===== src/rtl/led_pattern_pkg.sv =====
// Shared types and constants for the LED pattern engine.
// Holds the mode encoding, the command word field layout, the handshake states
// and the tick divisor helper used by led_pattern_gen and led_pwm.
package led_pattern_pkg;

    typedef enum logic [1:0] {
        MODE_OFF     = 2'd0,
        MODE_ON      = 2'd1,
        MODE_BLINK   = 2'd2,
        MODE_BREATHE = 2'd3
    } mode_e;

    // Command handshake: INIT is the single cycle after reset release.
    typedef enum logic [1:0] {
        ST_INIT = 2'd0,
        ST_RUN  = 2'd1,
        ST_LOAD = 2'd2
    } state_e;

    localparam int MODE_LSB   = 0;
    localparam int MODE_W     = 2;
    localparam int DUTY_LSB   = 2;
    localparam int DUTY_W     = 8;
    localparam int PERIOD_LSB = 10;
    localparam int PERIOD_W   = 16;
    localparam int CMD_USED_W = PERIOD_LSB + PERIOD_W;

    // Clocks per pattern tick; the prescaler needs at least two states.
    function automatic int tick_div(input int clk_hz, input int tick_hz);
        int d;
        d = clk_hz / tick_hz;
        return (d < 2) ? 2 : d;
    endfunction

endpackage


===== src/rtl/led_pwm.sv =====
// PWM generator: free-running frame counter compared against a brightness level.
// Latency: pwm_on follows level/en combinationally; with LED_PATTERN_GAMMA_EN the
// square-law stage adds one register. No backpressure.
// Ports: i_clk, i_rst_n (async, active-low), i_clr (restart frame), i_level, i_en, o_pwm_on.
module led_pwm
    import led_pattern_pkg::*;
#(
    parameter int PWM_BITS = 8
) (
    input  logic                i_clk,
    input  logic                i_rst_n,
    input  logic                i_clr,
    input  logic [PWM_BITS-1:0] i_level,
    input  logic                i_en,
    output logic                o_pwm_on
);

    localparam logic [PWM_BITS-1:0] LVL_MAX = '1;

    logic [PWM_BITS-1:0] r_cnt;
    logic [PWM_BITS-1:0] w_level_eff;
    logic                w_on;

    always_ff @(posedge i_clk or negedge i_rst_n) begin
        if (!i_rst_n) begin
            r_cnt <= '0;
        end else if (i_clr) begin
            r_cnt <= '0;
        end else begin
            r_cnt <= r_cnt + 1'b1;
        end
    end

`ifdef LED_PATTERN_GAMMA_EN
    logic [2*PWM_BITS-1:0] w_lvl_ext;
    logic [2*PWM_BITS-1:0] w_sq;
    logic                  w_unused_sq;
    logic                  r_pwm_on;

    assign w_lvl_ext   = {{PWM_BITS{1'b0}}, i_level};
    assign w_sq        = w_lvl_ext * w_lvl_ext;
    assign w_unused_sq = &{1'b0, w_sq[PWM_BITS-1:0]};
    // Full scale would otherwise map to MAX-1 and flicker once per frame.
    assign w_level_eff = (i_level == LVL_MAX) ? LVL_MAX : w_sq[2*PWM_BITS-1:PWM_BITS];
`else
    assign w_level_eff = i_level;
`endif

    // MAX is forced fully on; a plain compare would leave one dark clock per frame.
    assign w_on = i_en && ((w_level_eff == LVL_MAX) || (r_cnt < w_level_eff));

`ifdef LED_PATTERN_GAMMA_EN
    always_ff @(posedge i_clk or negedge i_rst_n) begin
        if (!i_rst_n) begin
            r_pwm_on <= 1'b0;
        end else begin
            r_pwm_on <= w_on;
        end
    end
    assign o_pwm_on = r_pwm_on;
`else
    assign o_pwm_on = w_on;
`endif

endmodule


===== src/rtl/led_pattern_gen.sv =====
// LED pattern engine for the loaned HPS LED pin: OFF / ON (PWM) / BLINK / BREATHE.
// Latency: accept -> LOAD -> new pattern; led_o is 1 register after pwm_on/phase
// (2 with LED_PATTERN_GAMMA_EN). Backpressure: cmd_ready_o drops for the LOAD cycle.
// Ports: clk_25m_i, rst_n_i (async, active-low), cmd_data_i/cmd_valid_i/cmd_ready_o,
// led_o/led_oe_o to loan-IO bit 9, mode_o and phase_o status.
module led_pattern_gen
    import led_pattern_pkg::*;
#(
    parameter int CLK_HZ   = 25000000,
    parameter int TICK_HZ  = 1000,
    parameter int PWM_BITS = 8
) (
    input  logic        clk_25m_i,
    input  logic        rst_n_i,
    input  logic [31:0] cmd_data_i,
    input  logic        cmd_valid_i,
    output logic        cmd_ready_o,
    output logic        led_o,
    output logic        led_oe_o,
    output logic [1:0]  mode_o,
    output logic        phase_o
);

    localparam int                  DIV      = tick_div(CLK_HZ, TICK_HZ);
    localparam int                  PRE_W    = $clog2(DIV);
    localparam logic [PRE_W-1:0]    PRE_LAST = PRE_W'(DIV - 1);
    localparam logic [PWM_BITS-1:0] LVL_MAX  = '1;
    localparam logic [PWM_BITS-1:0] LVL_ONE  = PWM_BITS'(1);

    state_e                  r_state;
    logic                    r_ready;
    logic                    r_oe;
    logic                    r_led;
    logic                    r_phase;
    mode_e                   r_mode;
    logic [DUTY_W-1:0]       r_duty;
    logic [PERIOD_W-1:0]     r_period;
    logic [CMD_USED_W-1:0]   r_cmd;
    logic [PRE_W-1:0]        r_presc;
    logic [PERIOD_W-1:0]     r_per_cnt;
    logic [PWM_BITS-1:0]     r_bright;

    logic                    w_accept;
    logic                    w_load;
    logic                    w_tick;
    logic [PERIOD_W-1:0]     w_period_m1;
    logic                    w_per_last;
    logic [PWM_BITS-1:0]     w_level;
    logic                    w_en;
    logic                    w_pwm_on;
    logic                    w_unused_cmd;

    assign w_unused_cmd = &{1'b0, cmd_data_i[31:CMD_USED_W]};

    assign w_accept    = cmd_valid_i && r_ready;
    assign w_load      = (r_state == ST_LOAD);
    assign w_tick      = (r_presc == PRE_LAST);
    // A period of 0 behaves as 1.
    assign w_period_m1 = (r_period == '0) ? '0 : (r_period - 16'd1);
    assign w_per_last  = (r_per_cnt == w_period_m1);
    assign w_level     = (r_mode == MODE_BREATHE) ? r_bright : PWM_BITS'(r_duty);
    assign w_en        = (r_mode == MODE_ON) || (r_mode == MODE_BREATHE) ||
                         ((r_mode == MODE_BLINK) && r_phase);

    led_pwm #(
        .PWM_BITS (PWM_BITS)
    ) u_pwm (
        .i_clk    (clk_25m_i),
        .i_rst_n  (rst_n_i),
        .i_clr    (w_load),
        .i_level  (w_level),
        .i_en     (w_en),
        .o_pwm_on (w_pwm_on)
    );

    always_ff @(posedge clk_25m_i or negedge rst_n_i) begin
        if (!rst_n_i) begin
            r_state   <= ST_INIT;
            r_ready   <= 1'b0;
            r_oe      <= 1'b0;
            r_led     <= 1'b0;
            r_phase   <= 1'b0;
            r_mode    <= MODE_OFF;
            r_duty    <= '0;
            r_period  <= '0;
            r_cmd     <= '0;
            r_presc   <= '0;
            r_per_cnt <= '0;
            r_bright  <= '0;
        end else begin
            r_oe  <= 1'b1;
            r_led <= w_pwm_on;
            case (r_state)
                ST_INIT: begin
                    r_ready <= 1'b1;
                    r_state <= ST_RUN;
                end
                ST_LOAD: begin
                    // Any tick pending here is dropped: the new pattern starts clean.
                    r_mode    <= mode_e'(r_cmd[MODE_LSB +: MODE_W]);
                    r_duty    <= r_cmd[DUTY_LSB +: DUTY_W];
                    r_period  <= r_cmd[PERIOD_LSB +: PERIOD_W];
                    r_presc   <= '0;
                    r_per_cnt <= '0;
                    r_bright  <= '0;
                    r_phase   <= 1'b1;
                    r_ready   <= 1'b1;
                    r_state   <= ST_RUN;
                end
                ST_RUN: begin
                    if (w_accept) begin
                        // Counters freeze on the accept edge so a coincident tick is lost.
                        r_cmd   <= cmd_data_i[CMD_USED_W-1:0];
                        r_ready <= 1'b0;
                        r_state <= ST_LOAD;
                    end else begin
                        r_presc <= w_tick ? '0 : (r_presc + 1'b1);
                        if (w_tick && ((r_mode == MODE_BLINK) || (r_mode == MODE_BREATHE))) begin
                            if (w_per_last) begin
                                r_per_cnt <= '0;
                                if (r_mode == MODE_BLINK) begin
                                    r_phase <= ~r_phase;
                                end else if (r_phase) begin
                                    // Turn around on the step that reaches full scale.
                                    if (r_bright != LVL_MAX) r_bright <= r_bright + 1'b1;
                                    if (r_bright >= LVL_MAX - LVL_ONE) r_phase <= 1'b0;
                                end else begin
                                    if (r_bright != '0) r_bright <= r_bright - 1'b1;
                                    if (r_bright <= LVL_ONE) r_phase <= 1'b1;
                                end
                            end else begin
                                r_per_cnt <= r_per_cnt + 1'b1;
                            end
                        end
                    end
                end
                default: begin
                    r_ready <= 1'b0;
                    r_state <= ST_INIT;
                end
            endcase
        end
    end

    assign cmd_ready_o = r_ready;
    assign led_o       = r_led;
    assign led_oe_o    = r_oe;
    assign mode_o      = r_mode;
    assign phase_o     = r_phase;

endmodule


===== config.mk =====
export PLATFORM = sky130hd
export DESIGN_NAME = led_pattern_gen
export DESIGN_NICKNAME = d
export VERILOG_FILES = /design/src/rtl/led_pattern_pkg.sv /design/src/rtl/led_pwm.sv /design/src/rtl/led_pattern_gen.sv
export SDC_FILE = /design/constraint.sdc
export NUM_CORES = 1
export LEC_CHECK = 0
export BUFFER_PORTS_ARGS = -buffer_cell sky130_fd_sc_hd__buf_4
export CAP_MARGIN = 40
export CELL_PAD_IN_SITES_DETAIL_PLACEMENT = 2
export CELL_PAD_IN_SITES_GLOBAL_PLACEMENT = 2
export CORE_MARGIN = 10
export CORE_UTILIZATION = 42
export CTS_CLUSTER_DIAMETER = 100
export DETAILED_ROUTE_END_ITERATION = 8
export GPL_TIMING_DRIVEN = 1
export PLACE_DENSITY_LB_ADDON = 0.3
export SYNTH_ARGS = -nofsm -noshare
export SYNTH_HDL_FRONTEND = slang
export SYNTH_SLANG_ARGS = --single-unit

===== constraint.sdc =====
create_clock -name clk_25m_i -period 8.73 [get_ports clk_25m_i]
set_input_delay 2.1825 -clock clk_25m_i [delete_from_list [all_inputs] [get_ports clk_25m_i]]
set_output_delay 2.1825 -clock clk_25m_i [all_outputs]
set_load 0.05 [all_outputs]

After elaboration in Yosys (flattened, before gate mapping)

Index checks and enable logic that the tools add are counted.

Add/subtract/negate cells: 6
$mul: 0
Div/mod/pow operators: 0
Order comparisons: 3
Equality and inequality tests: 16
Shift-type cells: 0
Muxes and demuxes: 30
Bitwise gates (word level): 1
Reductions and logical operators: 18

Operators by type and width:

| kind                    | count |
|---|---|
| $mux W8                 | 9 |
| $mux W16                | 4 |
| $pmux W16 S2            | 1 |
| $mux W15                | 2 |
| $pmux W15 S2            | 1 |
| $add A16 B1 Y16 const B | 1 |
| $add A8 B1 Y8 const B   | 2 |
| $eq A16 B16 Y1          | 1 |
| $logic_not A16 Y1       | 1 |
| $pmux W8 S2             | 1 |
| $sub A16 B1 Y16 const B | 1 |
| $add A15 B1 Y15 const B | 1 |
| $eq A15 B15 Y1 const B  | 1 |
| $ne A2 B2 Y1 const B    | 5 |
| $eq A8 B8 Y1 const B    | 1 |
| $ge A8 B8 Y1 const B    | 1 |
| $le A8 B1 Y1 const B    | 1 |
| $lt A8 B8 Y1            | 1 |
| $mux W1                 | 8 |
| $ne A8 B8 Y1 const B    | 1 |
| $reduce_bool A8 Y1      | 1 |
| $sub A8 B1 Y8 const B   | 1 |
| $reduce_and A7 Y1       | 1 |
| $eq A2 B2 Y1 const B    | 3 |
| 14 further kinds        | 24 |

Flip-flop bits (word level): 105
Latch bits: 0
RAM bits: 0
Bits in read-only memories: 0
Bits of input ports: 35
Output and inout bits: 6
Word-level logic and storage cells: 87
Memories kept: 0

Depth between registers and ports, before layout

Gate-level depths: netlist of run 1.

Word-level depth: 8
Depth in mapped cells: 14
Gate-level depth less buffers: 10

Modules after synthesis

From an unflattened synthesis of run 1, not the netlist that was laid out.

Cells, all modules: 591
Area, all modules: 5864.4 µm²

Modules (own cells, without submodules):

| module          | times used | cells each | area an instance (µm²) | seq. area each (µm²) |
|---|---|---|---|---|
| led_pattern_gen | 1          | 532        | 5325.1                 | 2402.3 |
| led_pwm         | 1          | 59         | 539.3                  | 200.2 |

Least setup slack after synthesis of run 1

Ideal clock, no wire load.

Path kind: input -> register
Start: input cmd_valid_i
End: register r_bright[7]
Library setup time: 0.066 ns
Arrival: 3.669 ns
Required time: 8.664 ns
Path slack: 4.995 ns
Cell stages on the path: 6
Cell sequence: nand2_1 -> nor2_1 -> a2111oi_2 -> nand3_1 -> or4_1 -> nand2_1

Word-level cells in the longest chain between the ends: 3

RTL lines:

| element                     | line                   | source |
|---|---|---|
| from (decl)                 | led_pattern_gen.sv:16  | `input logic cmd_valid_i,` |
| $logic_and A1 B1 Y1         | led_pattern_gen.sv:55  | `assign w_accept = cmd_valid_i && r_ready;` |
| $ne A2 B2 Y1 (no line)      | n/a                    |  |
| $reduce_and A7 Y1 (no line) | n/a                    |  |
| to (signal assigned)        | led_pattern_gen.sv:125 | `if (r_bright != LVL_MAX) r_bright <= r_bright + 1'b1;` |
| to (signal assigned)        | led_pattern_gen.sv:128 | `if (r_bright != '0) r_bright <= r_bright - 1'b1;` |
| to (decl)                   | led_pattern_gen.sv:41  | `logic [PWM_BITS-1:0] r_bright;` |

Every way passes these cells.
A chain may end at the register's enable or synchronous reset.

Worst setup path in the final report of run 1

Start: input cmd_valid_i
End: register r_per_cnt[5]

Word-level cells in the longest chain between the ends: 3

RTL lines:

| element                     | line                   | source |
|---|---|---|
| $logic_and A1 B1 Y1         | led_pattern_gen.sv:55  |  |
| $ne A2 B2 Y1 (no line)      | n/a                    |  |
| $reduce_and A3 Y1 (no line) | n/a                    |  |
| to (signal assigned)        | led_pattern_gen.sv:132 | `r_per_cnt <= r_per_cnt + 1'b1;` |
| to (decl)                   | led_pattern_gen.sv:40  | `logic [PERIOD_W-1:0] r_per_cnt;` |

Every way passes these cells.

==> results of run 1 <==
==> through the flow <==
step,hold slack [ps],utilization,cell area (um2),std cells
2_1_floorplan,434.8,-,6066,653
3_3_place_gp,446.2,0.4597,6430,837
3_5_place_dp,461.1,0.4618,6460,840
4_1_cts,478.4,0.4832,6759,856
5_1_grt,504.1,0.4837,6766,857
6_report,470.5,0.4837,6766,857
==> kinds of logic (layout without fill, tap and decap cells) <==
group | Yosys count | after routing | share of synthesized area
simple gates | 292 | 292 | 0.2453
compound gates | 123 | 123 | 0.1376
flops | 105 | 105 | 0.4332
buf+inv | 45 | 69 | 0.03383
mux | 41 | 41 | 0.07323
xor+xnor | 30 | 30 | 0.04332
fa+ha+maj | 16 | 16 | 0.03300
other cells | 1 | 1 | 0.0006182
==> routing by layer <==
metal	up-vias	share of wire	wire length, um
met1	2632	0.41	7745
met5	-	0	0
met2	47	0.55	10410
met4	0	0.011	211
met3	17	0.026	481
li1	2369	-	-
==> synth_stat cells (3+ instances only) <==
master / count / share of area
or4_1: 11 / 0.014
and2_1: 4 / 0.0041
a21oi_1: 14 / 0.012
a211oi_1: 7 / 0.0087
inv_1: 9 / 0.0056
nor2b_1: 6 / 0.0062
nor2_1: 36 / 0.022
nand4_1: 12 / 0.012
nand2b_1: 8 / 0.0083
a2bb2oi_1: 6 / 0.0087
clkbuf_1: 28 / 0.017
buf_6: 3 / 0.0056
mux2i_1: 14 / 0.023
a41oi_1: 3 / 0.0043
nand4b_1: 3 / 0.0043
a31oi_1: 4 / 0.0041
o211ai_1: 4 / 0.0050
buf_4: 3 / 0.0037
and3_1: 19 / 0.020
or3_1: 9 / 0.0093
nor3b_1: 4 / 0.0050
mux2_2: 27 / 0.050
xor2_1: 14 / 0.020
dfrtp_1: 105 / 0.43
o21ai_1: 13 / 0.011
o21ai_0: 41 / 0.034
nand2_1: 115 / 0.071
a22o_1: 3 / 0.0043
or2_2: 3 / 0.0031
nor4_1: 3 / 0.0031
xnor2_1: 16 / 0.023
ha_1: 16 / 0.033
o21a_1: 7 / 0.0087
nor3_1: 12 / 0.0099
nand3_1: 31 / 0.026
==> sequential cells by signal, indices dropped and copies added (netlist names) <==
register     count
led_oe_o         1
cmd_ready_o      1
phase_o          1
r_presc         15
u_pwm.r_cnt      8
r_cmd           26
r_duty           8
r_state          2
mode_o           2
r_period        16
r_bright         8
led_o            1
r_per_cnt       16
==> worst max-delay path by stage <==
stage                            from  cells after the start           end  slack, ps
after global placement    cmd_valid_i                      8  r_per_cnt[5]       3940
after CTS                 cmd_valid_i                      8  r_per_cnt[5]       4540
final                     cmd_valid_i                      8  r_per_cnt[5]       4540
after floorplan           cmd_valid_i                      6   r_bright[7]       5000
after global routing      cmd_valid_i                      8  r_per_cnt[5]       4270
after detailed placement  cmd_valid_i                      8  r_per_cnt[9]       4170
==> where the power goes <==
group	switching (uW)	leakage (uW)	internal, uW
Sequential	185	0.00131	640
Combinational	520	0.00146	358
Clock	206	0.000140	208
==> tightest hold or removal path: stages (launching register included) <==
cell and delay (ps):
dfrtp_1 350, nand2_1 50, nand2_1 50
==> placed cells by master, fill, tap and decap left out, types with 3 or more instances in the layout <==
| master | synthesis | layout |
|---|---|---|
| mux2i_1 | 14 | 14 |
| nor2_1 | 36 | 35 |
| and3_1 | 19 | 19 |
| inv_1 | 9 | 9 |
| and2_1 | 4 | 4 |
| ha_1 | 16 | 16 |
| o211ai_1 | 4 | 4 |
| nor3b_1 | 4 | 4 |
| a31oi_1 | 4 | 4 |
| dfrtp_1 | 105 | 105 |
| clkbuf_16 | 0 | 9 |
| a41oi_1 | 3 | 3 |
| a22o_1 | 3 | 3 |
| nor2b_1 | 6 | 5 |
| a21oi_1 | 14 | 14 |
| o21ai_0 | 41 | 41 |
| or3_1 | 9 | 9 |
| buf_4 | 3 | 43 |
| xor2_1 | 14 | 14 |
| nand4b_1 | 3 | 3 |
| or4_1 | 11 | 11 |
| nor4_1 | 3 | 3 |
| o21ai_1 | 13 | 13 |
| a211oi_1 | 7 | 7 |
| mux2_2 | 27 | 27 |
| a2bb2oi_1 | 6 | 6 |
| nand4_1 | 12 | 12 |
| nand2_1 | 115 | 115 |
| nand3_1 | 31 | 31 |
| o21a_1 | 7 | 7 |
| nor3_1 | 12 | 12 |
| nand2b_1 | 8 | 8 |
| xnor2_1 | 16 | 16 |
| or2_2 | 3 | 3 |
==> final cells by class <==
| type | count | area (um2) | area share |
|---|---|---|---|
| multi-input combinational | 503 | 3243 | 0.4793 |
| clock buffer | 10 | 239.0 | 0.03532 |
| timing repair buffer | 44 | 337.8 | 0.04993 |
| inverter | 9 | 33.78 | 0.004993 |
| clock inverter | 6 | 60.06 | 0.008876 |
| tap | 180 | 225.2 | 0.03328 |
| sequential | 105 | 2628 | 0.3883 |
==> run summary, run 1 <==
DR WL/cell: 21.99 um
Core ar.: 0.01399 mm2
maxcap violations: 0
Max VDD drop: 0.0001373 V
kind of critical path: in -> reg
hold crit path type: reg -> reg
GPL Wtd Cong: 0.8345
Final Hold Violating Endpoints: 0
Post-synth EDFFs: 0
synthesis-to-finish area growth: 11.55%
Period minus WS final: 4187 ps
Clock Path Buffers: 2
Die X-Extent: 140.2 um
vias in the first global route: 5,902
met3 Use GR: 0.03786
max_slew headroom: 0.4317
grt total ovfl: 0
Critical R2R Capture: r_per_cnt[10]
Syn Nets: 704
most crowded layer after global routing: met2
worst min-delay path startpoint: r_cmd[5]
dpl hpwl: 13.19 mm
gr usage total: 0.1978
Initial DRT Pass Iterations: 4
Port Buffers: 34
outcome: completed
grt met2 use: 0.3658
pins over their slew limit: 0
Critical Path Max Stage Delay: 650 ps
pre-CTS WS: 4170 ps
Cell Chain, Critical Path: buf_4 -> nand2_1 -> a21oi_1 -> a211o_1 -> nor2_1 -> and3_1 -> xnor2_1 -> a211oi_1
Detail Route Antenna Nets: 0
via count: 5,065
Synth Instances: 653
Startpoint Class: input pin
first-pass GRT wire length: 31.95 mm
post-CTS setup buffers: 0
Seq/Total Area, Yosys: 0.4332
Tightest Pin Transition: 852.5 ps
post-synth cell types: 66
slowest stage cell, crit path: a21oi_1
Fill cells: 1,498
leakage: 0.002915 uW
n_diodes: 0
worst r2r path cells: 8
Worst Hold Depth: 2
Die Area: 0.01965 mm2
overall power: 2118 uW
CTS clk-pin slew, worst paths: 70 ps
antenna violations before repair: 0
post-cts resize count: 0
CP delay by family, top: compound AO/OA/AOI/OAI gates
CP max FO: 19
Arr. time, crit path: 4450 ps
clock sink count: 105
FFs w/ async S/R, synth: 1.000
largest net degree at the start of global routing: 66
Buf/Inv on CP: 1
Synth warnings: 0
initial DRC count: 298
period utilisation layout: 0.4796
Syn Area/Cell: 9.289 um2
pwr/cell area: 313.0 mW/mm2
H-tree levels: 3
cts hold-fix bufs: 0
Clk Latency, worst-skew pair: 360 ps
Core Rows: 43
layout cells sized above 1: 0.1551
Mapped Area: 0.006066 mm2
WHS Endpoint: r_duty[3]
Inserted Clock Buffers: 9
Crit. End Element: flop
final setup fails: 0
Most used DFF post-synth: dfrtp_1
R2R setup slack: 4900 ps
PnR worst setup slack: 4543 ps
RSZ-0062 raised after global routing: no
CTS root buf: clkbuf_16
Max Freq: 238.9 MHz
Clock Skew: 11.89 ps
worst r2r src: r_period[2]
I/O Pins: 41
Initial Util: 0.4336
final WL: 18.85 mm
Synth Register Bits: 105
setup TNS: 0 ps
DRC: 0
CTS tree: done
Die H: 140.2 um
fin nets: 723
Req. time, crit path: 9000 ps
post-DR vias/cell: 5.910
M1 GR Usage: 0.2264
Note: power is estimated with default switching activity, not from simulation.
==> inputs of run 2 (changes only) <==
CORE_UTILIZATION = 39   (was 42)
clock period = 4 ns   (was 8.73 ns; I/O delays follow)
==> run 2 against run 1 <==
Compared with the run above: non-clock buffer count increased by 3; sequential share of layout area is 0.26 points lower; largest cell class unchanged; critical path type is now reg -> reg; sequential cell count is the same; register-to-register slack worse by 4300 ps.
==> run summary, run 2 (same netlist as run 1, synthesis figures left out) <==
hold crit path type: reg -> reg
n_diodes: 0
final instance area: 0.006812 mm2
outcome: completed
Core ar.: 0.01520 mm2
Fill cells: 1,667
Clock power frac: 0.191
leakage: 0.002943 uW
P_int: 2612 uW
hold slack: 469.7 ps
Sequential cell area: 0.002628 mm2
cell count after placement: 852
maxcap violations: 0
worst r2r path cells: 11
Arr. time, crit path: 3580 ps
Req. time, crit path: 4200 ps
period utilisation layout: 0.8451
Flop pwr share: 0.394
Core Rows: 45
worst r2r src: r_period[0]
CTS tree: done
count of non-filler cells in the finished layout: 868
initial DRC count: 235
Clock Path Buffers: 2
Detail Route Antenna Nets: 0
cts hold-fix bufs: 0
synthesis-to-finish area growth: 12.29%
largest net degree at the start of global routing: 54
kind of critical path: reg -> reg
Period minus WS final: 3381 ps
vias in the first global route: 5,736
Clk Latency, worst-skew pair: 360 ps
first-pass GRT wire length: 30.66 mm
Biggest register: r_cmd
most frequent cells in the layout: nand2_1 (115), dfrtp_1 (105), buf_4 (44)
DRC: 0
Crit. End Element: flop
Area after DPL: 0.006525 mm2
Initial DRT Pass Iterations: 4
CP max FO: 20
PnR worst setup slack: 619.5 ps
CP delay by family, top: simple AND/OR/NAND/NOR gates
H-tree levels: 3
Startpoint Class: flop
pwr/cell area: 670.9 mW/mm2
Die X-Extent: 144.7 um
dpl hpwl: 12.84 mm
pre-CTS WS: 670.3 ps
fin nets: 726
most common cell after layout, fill and taps aside: nand2_1
Max Freq: 295.8 MHz
max_slew headroom: 0.5124
Critical Path Max Stage Delay: 440 ps
via count: 5,097
Worst Hold Depth: 2
post-DR vias/cell: 5.872
slowest stage cell, crit path: dfrtp_1
Tightest Pin Transition: 725.3 ps
sw frac: 0.4283
Die H: 144.7 um
GPL Wtd Cong: 0.8206
Buf/Inv on CP: 3
CTS root buf: clkbuf_16
top flop regs: r_cmd: 26 flops, r_per_cnt: 16 flops, r_period: 16 flops
DR WL/cell: 21.13 um
CTS clk-pin slew, worst paths: 80 ps
final setup fails: 0
Comb pwr share: 0.415
final WL: 18.34 mm
layout cells sized above 1: 0.1588
Initial Util: 0.3990
pins over their slew limit: 0
gr usage total: 0.1854
I/O Pins: 41
CP Launch Point: r_period[0]
worst min-delay path startpoint: r_cmd[19]
clock sink count: 105
cell mode on critical path: buf_4
Final Hold Violating Endpoints: 0
Port Buffers: 34
footprint of the multi-input gates: 0.003243 mm2
post-cts resize count: 0
Max VDD drop: 0.0003070 V
P_sw: 1957 uW
Cell Chain, Critical Path: inv_1 -> ha_1 -> nor3b_1 -> xnor2_1 -> nor3_1 -> o2111ai_1 -> a2111oi_4 -> buf_4 -> and2_1 -> buf_4 -> a211oi_1
antenna violations before repair: 0
WP depth: 11
Clock Skew: 7.329 ps
max reg flops: 26
grt total ovfl: 0
post-CTS setup buffers: 0
Inserted Clock Buffers: 9
Die Area: 0.02094 mm2
RSZ-0062 raised after global routing: no
setup TNS: 0 ps
run 2: cell types whose count changed in the layout (fill, tap and decap cells not counted), sizes merged:
cell,change
buf,+3
clkinv,+3
clkinvlp,-2
clkbuf,-1
run 2: worst reg2reg max path, cell delays in order, from the launching register on:
cell	delay, ps
dfrtp_1	440
inv_1	150
ha_1	370
nor3b_1	290
xnor2_1	100
nor3_1	260
o2111ai_1	230
a2111oi_4	390
buf_4	330
and2_1	310
buf_4	260
a211oi_1	120
run 2: per-stage QoR:
stage	power, uW	utilization
2_1_floorplan	3065	-
3_3_place_gp	3500	0.4264
3_5_place_dp	3689	0.4292
4_1_cts	4621	0.4481
5_1_grt	4922	0.4481
6_report	4570	0.4481
run 2: worst paths after layout:
path,end,slack [ps]
worst min-delay path,r_period[9],470
min in group asynchronous,r_cmd[22],590
worst min register to register,r_period[9],470
worst max register to register,r_per_cnt[7],620
max in group asynchronous,r_period[1],2550
worst max-delay path,r_per_cnt[7],620
run 2: area by class of cell:
cell class | count | share of cell area
inverters | 9 | 0.004960
multi-input cells | 503 | 0.4761
repair buffers | 47 | 0.05658
flip-flops and latches | 105 | 0.3857
clock inverters | 7 | 0.009001
clock buffers | 9 | 0.03306
well taps | 188 | 0.03453
run 2: per-layer routing:
metal  vias up  share of wire  global-route usage
met5         -              0                   0
met1      2657           0.43              0.2217
li1       2381              -                   -
met2        44           0.53              0.3385
met3        15          0.026             0.03488
met4         0         0.0087             0.03564
run 2: power by group through the flow:
stage,clock network (uW),registers (uW),logic [uW]
floorplan,0,1700,1370
global placement,0,1770,1730
detailed placement,0,1820,1870
CTS,898,1800,1920
global route,941,1860,2120
finish,871,1800,1900
